`src/rtl/fphub_sqrt_iter_if.sv`:
```
// Operand/result handshake bundle for the iterative HUB square root.
// The bench drives the master side; the sqrt unit sits on the slave side.
interface fphub_sqrt_iter_if #(
   parameter int M = 23,
   parameter int E = 8
);
   localparam int W = M + E + 1;

   logic         start;
   logic [W-1:0] x;
   logic [W-1:0] res;
   logic         invalid;
   logic         done;
   logic         busy;

   modport master (
      output start, x,
      input  res, invalid, done, busy
   );

   modport slave (
      input  start, x,
      output res, invalid, done, busy
   );
endinterface

```
`src/rtl/fphub_sqrt_iter.sv`:
```
// Iterative square root for HUB floating point (implicit ILSB = 1), K result digits per cycle.
// Exact restoring digit recurrence; special operands bypass the iteration and finish in one cycle.
module fphub_sqrt_iter #(
   parameter int M = 23,
   parameter int E = 8,
   parameter int K = 1
) (
   input  logic              clk,
   input  logic              rst,
   fphub_sqrt_iter_if.slave  bus
);
   localparam int W    = M + E + 1;
   localparam int NW   = 2 * M + 2;                  // radicand scaled by 2^(2M)
   localparam int QW   = M + 1;                      // root including hidden one
   localparam int RW   = M + 5;                      // residual width
   localparam int NCYC = (M + K) / K;
   localparam int LAST = (M + 1) - (NCYC - 1) * K;   // digits retired in the final cycle
   localparam int CW   = (NCYC > 1) ? $clog2(NCYC) : 1;

   localparam logic [E:0]   BIAS = (E + 1)'((1 << (E - 1)) - 1);
   localparam logic [W-1:0] QNAN = {1'b0, {E{1'b1}}, 1'b1, {(M - 1){1'b0}}};

   typedef enum logic [1:0] {
      S_IDLE,
      S_ITER,
      S_DONE
   } state_e;

   state_e        state_q, state_d;
   logic [CW-1:0] cnt_q, cnt_d;
   logic [NW-1:0] n_q, n_d;
   logic [RW-1:0] rem_q, rem_d;
   logic [QW-1:0] q_q, q_d;
   logic [E-1:0]  exp_q, exp_d;
   logic          spec_q, spec_d;
   logic [W-1:0]  spec_res_q, spec_res_d;
   logic          spec_inv_q, spec_inv_d;
   logic [W-1:0]  res_q, res_d;
   logic          invalid_q, invalid_d;
   logic          done_q, done_d;
   logic          busy_q, busy_d;

   // Operand decode
   logic          op_sign;
   logic [E-1:0]  op_exp;
   logic [M-1:0]  op_man;
   logic [E:0]    exp_sum;
   logic [M+1:0]  sig_int;
   logic [NW-1:0] sig_n;

   // floor((e - bias) / 2) + bias == floor((e + bias) / 2); bit 0 gives the exponent parity.
   assign op_sign = bus.x[W-1];
   assign op_exp  = bus.x[W-2:M];
   assign op_man  = bus.x[M-1:0];
   assign exp_sum = {1'b0, op_exp} + BIAS;
   assign sig_int = {1'b1, op_man, 1'b1};
   assign sig_n   = {sig_int, {M{1'b0}}};

   // Digit recurrence for one ITER cycle
   logic [RW-1:0] rem_t;
   logic [RW-1:0] trial;
   logic [QW-1:0] q_t;
   logic [NW-1:0] n_t;
   int            ndig;

   // NOTE: combinational temporaries use blocking '=' and get a value at the top of the block,
   // so every path assigns them and no latch is inferred.
   always_comb begin
      rem_t = rem_q;
      q_t   = q_q;
      n_t   = n_q;
      trial = '0;
      ndig  = (cnt_q == CW'(NCYC - 1)) ? LAST : K;
      for (int k = 0; k < K; k++) begin
         if (k < ndig) begin
            rem_t = {rem_t[RW-3:0], n_t[NW-1 -: 2]};
            n_t   = n_t << 2;
            trial = RW'({q_t, 2'b01});
            if (rem_t >= trial) begin
               rem_t = rem_t - trial;
               q_t   = {q_t[QW-2:0], 1'b1};
            end else begin
               q_t   = {q_t[QW-2:0], 1'b0};
            end
         end
      end
   end

   always_comb begin
      state_d    = state_q;
      cnt_d      = cnt_q;
      n_d        = n_q;
      rem_d      = rem_q;
      q_d        = q_q;
      exp_d      = exp_q;
      spec_d     = spec_q;
      spec_res_d = spec_res_q;
      spec_inv_d = spec_inv_q;
      res_d      = res_q;
      invalid_d  = invalid_q;
      done_d     = 1'b0;

      unique case (state_q)
         S_IDLE: begin
            if (bus.start) begin
               cnt_d      = '0;
               rem_d      = '0;
               q_d        = '0;
               exp_d      = exp_sum[E:1];
               n_d        = exp_sum[0] ? sig_n : (sig_n >> 1);
               spec_d     = 1'b1;
               spec_inv_d = 1'b0;
               spec_res_d = bus.x;
               state_d    = S_DONE;
               if (op_exp == '0) begin
                  spec_res_d = {op_sign, {(W - 1){1'b0}}};
               end else if (&op_exp) begin
                  if (op_sign || (op_man != '0)) begin
                     spec_res_d = QNAN;
                     spec_inv_d = 1'b1;
                  end
               end else if (op_sign) begin
                  spec_res_d = QNAN;
                  spec_inv_d = 1'b1;
               end else begin
                  spec_d  = 1'b0;
                  state_d = S_ITER;
               end
            end
         end

         S_ITER: begin
            rem_d = rem_t;
            q_d   = q_t;
            n_d   = n_t;
            if (cnt_q == CW'(NCYC - 1)) begin
               state_d = S_DONE;
            end else begin
               cnt_d = cnt_q + CW'(1);
            end
         end

         S_DONE: begin
            done_d    = 1'b1;
            res_d     = spec_q ? spec_res_q : {1'b0, exp_q, q_q[M-1:0]};
            invalid_d = spec_q & spec_inv_q;
            state_d   = S_IDLE;
         end

         default: state_d = S_IDLE;
      endcase

      // Busy covers the done cycle; a start there is accepted and keeps busy high.
      busy_d = (state_d != S_IDLE) || done_d;
   end

   // NOTE: state registers use non-blocking '<=' so every flop samples pre-edge values.
   always_ff @(posedge clk) begin
      if (rst) begin
         state_q    <= S_IDLE;
         cnt_q      <= '0;
         n_q        <= '0;
         rem_q      <= '0;
         q_q        <= '0;
         exp_q      <= '0;
         spec_q     <= 1'b0;
         spec_res_q <= '0;
         spec_inv_q <= 1'b0;
         res_q      <= '0;
         invalid_q  <= 1'b0;
         done_q     <= 1'b0;
         busy_q     <= 1'b0;
      end else begin
         state_q    <= state_d;
         cnt_q      <= cnt_d;
         n_q        <= n_d;
         rem_q      <= rem_d;
         q_q        <= q_d;
         exp_q      <= exp_d;
         spec_q     <= spec_d;
         spec_res_q <= spec_res_d;
         spec_inv_q <= spec_inv_d;
         res_q      <= res_d;
         invalid_q  <= invalid_d;
         done_q     <= done_d;
         busy_q     <= busy_d;
      end
   end

   assign bus.res     = res_q;
   assign bus.invalid = invalid_q;
   assign bus.done    = done_q;
   assign bus.busy    = busy_q;
endmodule

```
`src/flat_wrapper.sv`:
```
// flat-port wrapper written by rule: the top's interface ports become plain ports
module fphub_sqrt_iter_flat 
#(
   parameter int M = 23,
   parameter int E = 8,
   parameter int K = 1
)
  (clk, rst, bus_start, bus_x, bus_res, bus_invalid, bus_done, bus_busy);
  fphub_sqrt_iter_if #(.M(M), .E(E)) bus_i ();
  input  logic clk;
  input  logic rst;
  input wire logic [$bits(bus_i.start)-1:0] bus_start;
  input wire logic [$bits(bus_i.x)-1:0] bus_x;
  output wire logic [$bits(bus_i.res)-1:0] bus_res;
  output wire logic [$bits(bus_i.invalid)-1:0] bus_invalid;
  output wire logic [$bits(bus_i.done)-1:0] bus_done;
  output wire logic [$bits(bus_i.busy)-1:0] bus_busy;
  assign bus_i.start = bus_start;
  assign bus_i.x = bus_x;
  assign bus_res = bus_i.res;
  assign bus_invalid = bus_i.invalid;
  assign bus_done = bus_i.done;
  assign bus_busy = bus_i.busy;
  fphub_sqrt_iter #(.M(M), .E(E), .K(K)) u_core (.clk(clk), .rst(rst), .bus(bus_i));
endmodule
```
`config.mk`:
```
export PLATFORM = sky130hd
export DESIGN_NAME = fphub_sqrt_iter_flat
export DESIGN_NICKNAME = d
export VERILOG_FILES = /design/src/rtl/fphub_sqrt_iter_if.sv /design/src/rtl/fphub_sqrt_iter.sv /design/src/flat_wrapper.sv
export SDC_FILE = /design/constraint.sdc
export NUM_CORES = 1
export LEC_CHECK = 0
export CORE_UTILIZATION = 35
export DETAILED_ROUTE_END_ITERATION = 16
export GPL_TIMING_DRIVEN = 0
export HOLD_SLACK_MARGIN = 0.02
export PLACE_DENSITY = 0.58
export SYNTH_ARGS = -nofsm -noshare
export SYNTH_HDL_FRONTEND = slang
export SYNTH_SLANG_ARGS = --single-unit
```
`constraint.sdc`:
```
create_clock -name clk -period 4.9 [get_ports clk]
set_clock_uncertainty 0.05 [all_clocks]
set_input_delay 0.735 -clock clk [delete_from_list [all_inputs] [get_ports clk]]
set_output_delay 0.735 -clock clk [all_outputs]
set_load 0.01 [all_outputs]
```
After elaboration in Yosys (flattened, before gate mapping)
Cells that the tools add are included.

operators by class
  add/sub/neg operators = 3
  $mul = 0
  divide/modulo/power cells = 0
  order comparisons = 1
  eq/ne operators = 5
  shift operators = 0
  muxes and demuxes = 30
  bitwise logic cells = 1
  reductions and logical operators = 11

operators by type and width
  operator                                       number
  two-way mux 32 bit                             4
  two-way mux 48 bit                             2
  case mux 48 bit (2 select lines)               1
  two-way mux 26 bit                             2
  case mux 26 bit (2 select lines)               1
  case mux 24 bit (2 select lines)               1
  two-way mux 31 bit                             1
  >= comparator 28 x 26 -> 1 bit                 1
  subtractor 26 bit                              1
  two-way mux 24 bit                             1
  nonzero test 23 bit                            1
  two-way mux 2 bit                              5
  two-way mux 5 bit                              2
  case mux 5 bit (2 select lines)                1
  adder 8 x 7 -> 9 bit (second input constant)   1
  zero test 8 bit                                1
  two-way mux 1 bit                              8
  AND reduction 8 bit                            1
  adder 5 x 1 -> 5 bit (second input constant)   1
  == test 5 bit (second input constant)          1
  inequality test 2 bit (second input constant)  2
  case mux 2 bit (2 select lines)                1
  AND reduction 2 bit                            2
  nonzero test 2 bit                             2
  6 further kinds                                7

storage, ports and cells
  flip-flop bits (word level) = 182
  latch bits = 0
  bits in writable memories = 0
  ROM bits = 0
  word-level logic and storage cells = 64
  memories kept = 0

Longest topological paths before layout
Gate-level depths: netlist of the first run.

  word-level depth = 7
  mapped depth = 13

Worst setup path after synthesis of the first run
No wires, ideal clock.

  path kind = reg-to-reg
  from = register u_core.q_q[11]
  to = register u_core.rem_q[16]
  library setup time = 0.117 ns
  arrival time = 2.253 ns
  slack = 2.480 ns
  stages on the path, launching flop included = 11
  path buffers = 0
  period minus slack after synthesis = 2.420 ns
  cell sequence = dfxtp_1 > inv_1 > ha_1 > a21oi_1 > o21ai_1 > a22o_1 > a31oi_4 > a31oi_4 > o21ai_2 > mux2_2 > a22o_1

between the ends
  longest elaborated chain between the ends = 3
  elaborated cells between the ends (all ways) = 4

ends and longest elaborated chain
  item                                                                 RTL line                                      RTL
  from (decl)                                                          fphub_sqrt_iter.sv:33                         logic [QW-1:0] q_q, q_d;
  from (signal assigned)                                               fphub_sqrt_iter.sv:178                        q_q <= q_d;
  subtractor 26 bit or >= comparator 28 x 26 -> 1 bit (tied branches)  fphub_sqrt_iter.sv:80, fphub_sqrt_iter.sv:79
  two-way mux 26 bit (*)                                               fphub_sqrt_iter.sv:79                         if (rem_t >= trial) begin
  case mux 26 bit (2 select lines) (*)                                 fphub_sqrt_iter.sv:103                        unique case (state_q)
  to (signal assigned)                                                 fphub_sqrt_iter.sv:177                        rem_q <= rem_d;
  to (decl)                                                            fphub_sqrt_iter.sv:32                         logic [RW-1:0] rem_q, rem_d;

Every way passes the cells marked *; elsewhere a longest branch is shown, timed or not.
A chain may end at the register's enable or synchronous reset.

Worst setup path after layout of the first run
  from = input bus_x[11]
  to = register u_core.spec_res_q[17]

between the ends
  longest elaborated chain between the ends = 5

ends and longest elaborated chain
  item                  RTL line                RTL
  from (decl)           flat_wrapper.sv:13      input wire logic [$bits(bus_i.x)-1:0] bus_x;
  nonzero test 23 bit   fphub_sqrt_iter.sv:118  if (op_sign || (op_man != '0)) begin
  logical OR 1 bit      fphub_sqrt_iter.sv:118
  two-way mux 32 bit    fphub_sqrt_iter.sv:118
  two-way mux 32 bit    fphub_sqrt_iter.sv:117  end else if (&op_exp) begin
  two-way mux 32 bit    fphub_sqrt_iter.sv:115  if (op_exp == '0) begin
  to (signal assigned)  fphub_sqrt_iter.sv:181  spec_res_q <= spec_res_d;
  to (decl)             fphub_sqrt_iter.sv:36   logic [W-1:0] spec_res_q, spec_res_d;

No other way between the ends.

==> reports/metrics.csv, run 1 <==
metric;value;unit
dpl-instance-area;8991;µm²
synthCells;924;
clk_pin_slew;0.06;ns
synthAdderAreaFrac;4.710;%
synthDominantCellAreaShare;40.19;%
start_kind;input port;
root_buffer;clkbuf_16;
clockBufferDepth;2;
cts_resized;0;
cp_data_arrival_time;3.39;ns
hold_slack;0.3943;ns
grt_pass1_vias;6712;
grt_pass1_wl;37130;µm
drt_pass1_iterations;6;
grt_max_degree;17;
hp-class;register to register;
core;22090;µm²
drive_above_1_share;5.675;%
slew_headroom;47.21;%
floorplan.initialDensity;36.07;%
p_leak;3.505;nW
p_per_area;872.2;nW/µm²
fmax;326.5;MHz
antenna_left;0;
fin_area;9523;µm²
critical_path_buf_inv_count;2;
cts_setup_buffers;0;
setup_ws;1.837;ns
synth.area.mux_share;6.436;%
htreeDepth;4;
synth-seq-cells;160;
numCtsBuffers;17;
worstSetupPathType;input port to register;
antenna_found_initial;0;
die_y;152.9;µm
clk-insertion-delay-late;0.43;ns
outcome;finished clean;
crit_path_end_kind;register;
fin_util;43.10;%
synth.most_common_cell;dfxtp_1;
holdBufCountCts;0;
slowest_stage;nor4_1;
cp.required;5.23;ns
synth_flop_cell;dfxtp_1;
yosysSeqAreaShare;40.19;%
overflow;0;
areaGrowthSynthToFinish;19.48;%
vdd_drop_max;0.0007678;V
cpLargestDelayFamily;simple AND/OR/NAND/NOR gates;
post-place-ws;1.414;ns
totalWireLength;23200;µm
diodes;0;
synth_edf_count;0;
gp_congestion;0.8735;
core.rowCount;54;
avgSynthCellArea;8.626;µm²
synth_top_area_cell;dfxtp_1;
cpPeakStageDelay;0.59;ns
path_cells;clkdlybuf4s50_1 > nor4_1 > nand4_1 > o21ai_1 > nand2b_1 > nor4_1 > buf_2 > a22o_1;
synthTopCellsByCount;dfxtp_1 (160), nor2_1 (125), a21oi_1 (63);
synth_xor_area_share;3.077;%
yosys.area_share.simple;16.56;%
drv_slew;0;
hold_viol;0;
synth_cell_types;65;
synth_top_family_by_area;compound AO/OA/AOI/OAI gates;
synth_compound_area_share;23.85;%
route.detailed.drc;0;
synth-async-reset-ratio;0;%
numPortBuffers;67;
period_needed;3.063;ns
dr_total_vias;7138;
syn_area;7970;µm²
yosysWarnings;0;
worstMarginPinSlew;0.7918;ns
ios;70;
rsz0062_at_grt;no;
grtUsageTotal;20.29;%
drt-initial-drc-count;626;
dieArea;23380;µm²
vias_per_cell;5.482;
setup_viol;0;
cp_max_fo;10;
cap_violations;0;
wl_per_cell;17.82;µm
setup-tns-final;0;ns
cts.sinks;160;
nets;1075;
ys_top_cells_by_area;dfxtp_1 (40%), mux2i_1 (6.2%), nor2_1 (5.9%);
n_fill_cell;2151;
finalCritPeriodShare;62.51;%
path_common_cell;nor4_1;
die_w;152.9;µm
dp_hpwl;17320;µm
cts_tree;yes;
synth_nets;989;
state kept, by name, summed over array words and instances, names as in the netlist:
name / count
u_core.bus.busy: 1
u_core.bus.done: 1
u_core.bus.invalid: 1
u_core.bus.res: 32
u_core.cnt_q: 5
u_core.exp_q: 8
u_core.n_q: 26
u_core.q_q: 24
u_core.rem_q: 26
u_core.spec_inv_q: 1
u_core.spec_q: 1
u_core.spec_res_q: 32
u_core.state_q: 2
cell usage in the layout, fill, tap and decap left out, types with 8 or more instances in the layout:
cell	count
inv_1	36
nand2_1	58
xor2_1	10
nand4_1	8
dfxtp_1	160
o21ai_0	11
nand2b_1	10
nor3_1	40
a22oi_1	24
a211oi_1	37
o211ai_1	8
o21ai_1	27
clkdlybuf4s50_1	67
clkbuf_16	17
xnor2_1	18
clkbuf_1	46
nor4_1	10
ha_1	30
a22o_1	24
nand3_1	18
mux2i_1	49
a21oi_1	63
nor2_1	125
buf_1	12
a221o_1	22
area by class of cell:
cell class	count	area, µm²	share of cell area, %
clock inverters	12	88.84	0.9329
multi-input cells	665	4354	45.72
clock buffers	19	442.9	4.651
well taps	280	350.3	3.679
repair buffers	67	670.6	7.042
inverters	36	135.1	1.419
flip-flops and latches	160	3203	33.64
plain buffers	63	277.8	2.917
routing by layer:
| metal | vias up | GRT usage, % | wire length [µm] | part of all wire (%) |
|---|---|---|---|---|
| li1 | 3537 | - | - | - |
| met1 | 3401 | 29.50 | 11730 | 51 |
| met2 | 182 | 30.67 | 10110 | 44 |
| met3 | 18 | 3.459 | 1120 | 4.8 |
| met4 | 0 | 5.532 | 243 | 1.0 |
| met5 | - | 0 | 0 | 0 |
cell families (layout without fill, tap and decap cells):
| family | after synthesis | after routing |
|---|---|---|
| muxes | 51 | 51 |
| AOI/OAI and AO/OA | 264 | 264 |
| buffers and inverters | 99 | 197 |
| xor gates and xnor gates | 28 | 28 |
| adders and majority gates | 30 | 30 |
| DFF | 160 | 160 |
| and+or+nand+nor | 292 | 292 |
power breakdown:
group | total, mW | leakage [nW] | switching (mW) | internal (mW)
Sequential | 1.57 | 1.31 | 0.110 | 1.46
Combinational | 5.51 | 1.95 | 2.94 | 2.56
Clock | 1.23 | 0.251 | 0.571 | 0.659
worst register-to-register path: stages (launching register included):
cell and delay (ns):
dfxtp_1 0.41, inv_1 0.10, ha_1 0.43, a21oi_2 0.20
o21ai_1 0.10, a22o_1 0.27, a31oi_4 0.20, a31oi_4 0.13
o21ai_2 0.18, buf_6 0.21, buf_12 0.16, mux2i_1 0.22
o21ai_1 0.07
path summary, 6_finish.rpt:
check / from / to / slack (ns) / cells after the start
worst max-delay path: bus_x[11] / u_core.spec_res_q[17] / 1.84 / 8
worst min-delay path: u_core.rem_q[24] / u_core.rem_q[24] / 0.39 / 2
worst max register to register: u_core.q_q[13] / u_core.rem_q[14] / 2.04 / 12
worst min register to register: u_core.rem_q[24] / u_core.rem_q[24] / 0.39 / 2
through the flow:
| step | power (mW) | cells |
|---|---|---|
| after floorplan | 5.997 | 924 |
| after global placement | 7.052 | 1271 |
| after detailed placement | 7.079 | 1271 |
| after CTS | 8.330 | 1302 |
| after global routing | 8.872 | 1302 |
| final | 8.306 | 1302 |
No activity file was read; power rests on OpenSTA's default activity.
==> run 2: changes to the inputs <==
==> constraint.sdc (replaced) <==
create_clock -name clk -period 3.1 [get_ports clk]
set_clock_uncertainty 0.05 [all_clocks]
set_input_delay 0.465 -clock clk [delete_from_list [all_inputs] [get_ports clk]]
set_output_delay 0.465 -clock clk [all_outputs]
set_load 0.01 [all_outputs]
==> results of run 2 <==
Same layout as run 1 (identical final DEF). Status: finished clean.
Among the figures that moved: setup slack after placement 1.414 ns -> -0.1162 ns; setup slack after layout 1.837 ns -> 0.2441 ns; start point of the critical path bus_x[11] -> u_core.q_q[13]; end point of the critical path u_core.spec_res_q[17] -> u_core.rem_q[14]; register-to-register setup slack 2.04 ns -> 0.24 ns; total power 8.306 mW -> 13.13 mW; worst IR drop on VDD 0.0007678 V -> 0.001214 V
==> run 3: changes to the inputs <==
--- a/config.mk
+++ b/config.mk
@@ -6,6 +6,7 @@
 export NUM_CORES = 1
 export LEC_CHECK = 0
 export CORE_UTILIZATION = 35
+export CTS_CLUSTER_SIZE = 14
 export DETAILED_ROUTE_END_ITERATION = 16
 export GPL_TIMING_DRIVEN = 0
 export HOLD_SLACK_MARGIN = 0.02
==> results of run 3 <==
Same layout as run 1 (identical final DEF). Status: finished clean.
Among the figures that moved: setup slack after placement 1.414 ns -> -0.1162 ns; setup slack after layout 1.837 ns -> 0.2441 ns; start point of the critical path bus_x[11] -> u_core.q_q[13]; end point of the critical path u_core.spec_res_q[17] -> u_core.rem_q[14]; register-to-register setup slack 2.04 ns -> 0.24 ns; total power 8.306 mW -> 13.13 mW; worst IR drop on VDD 0.0007678 V -> 0.001214 V
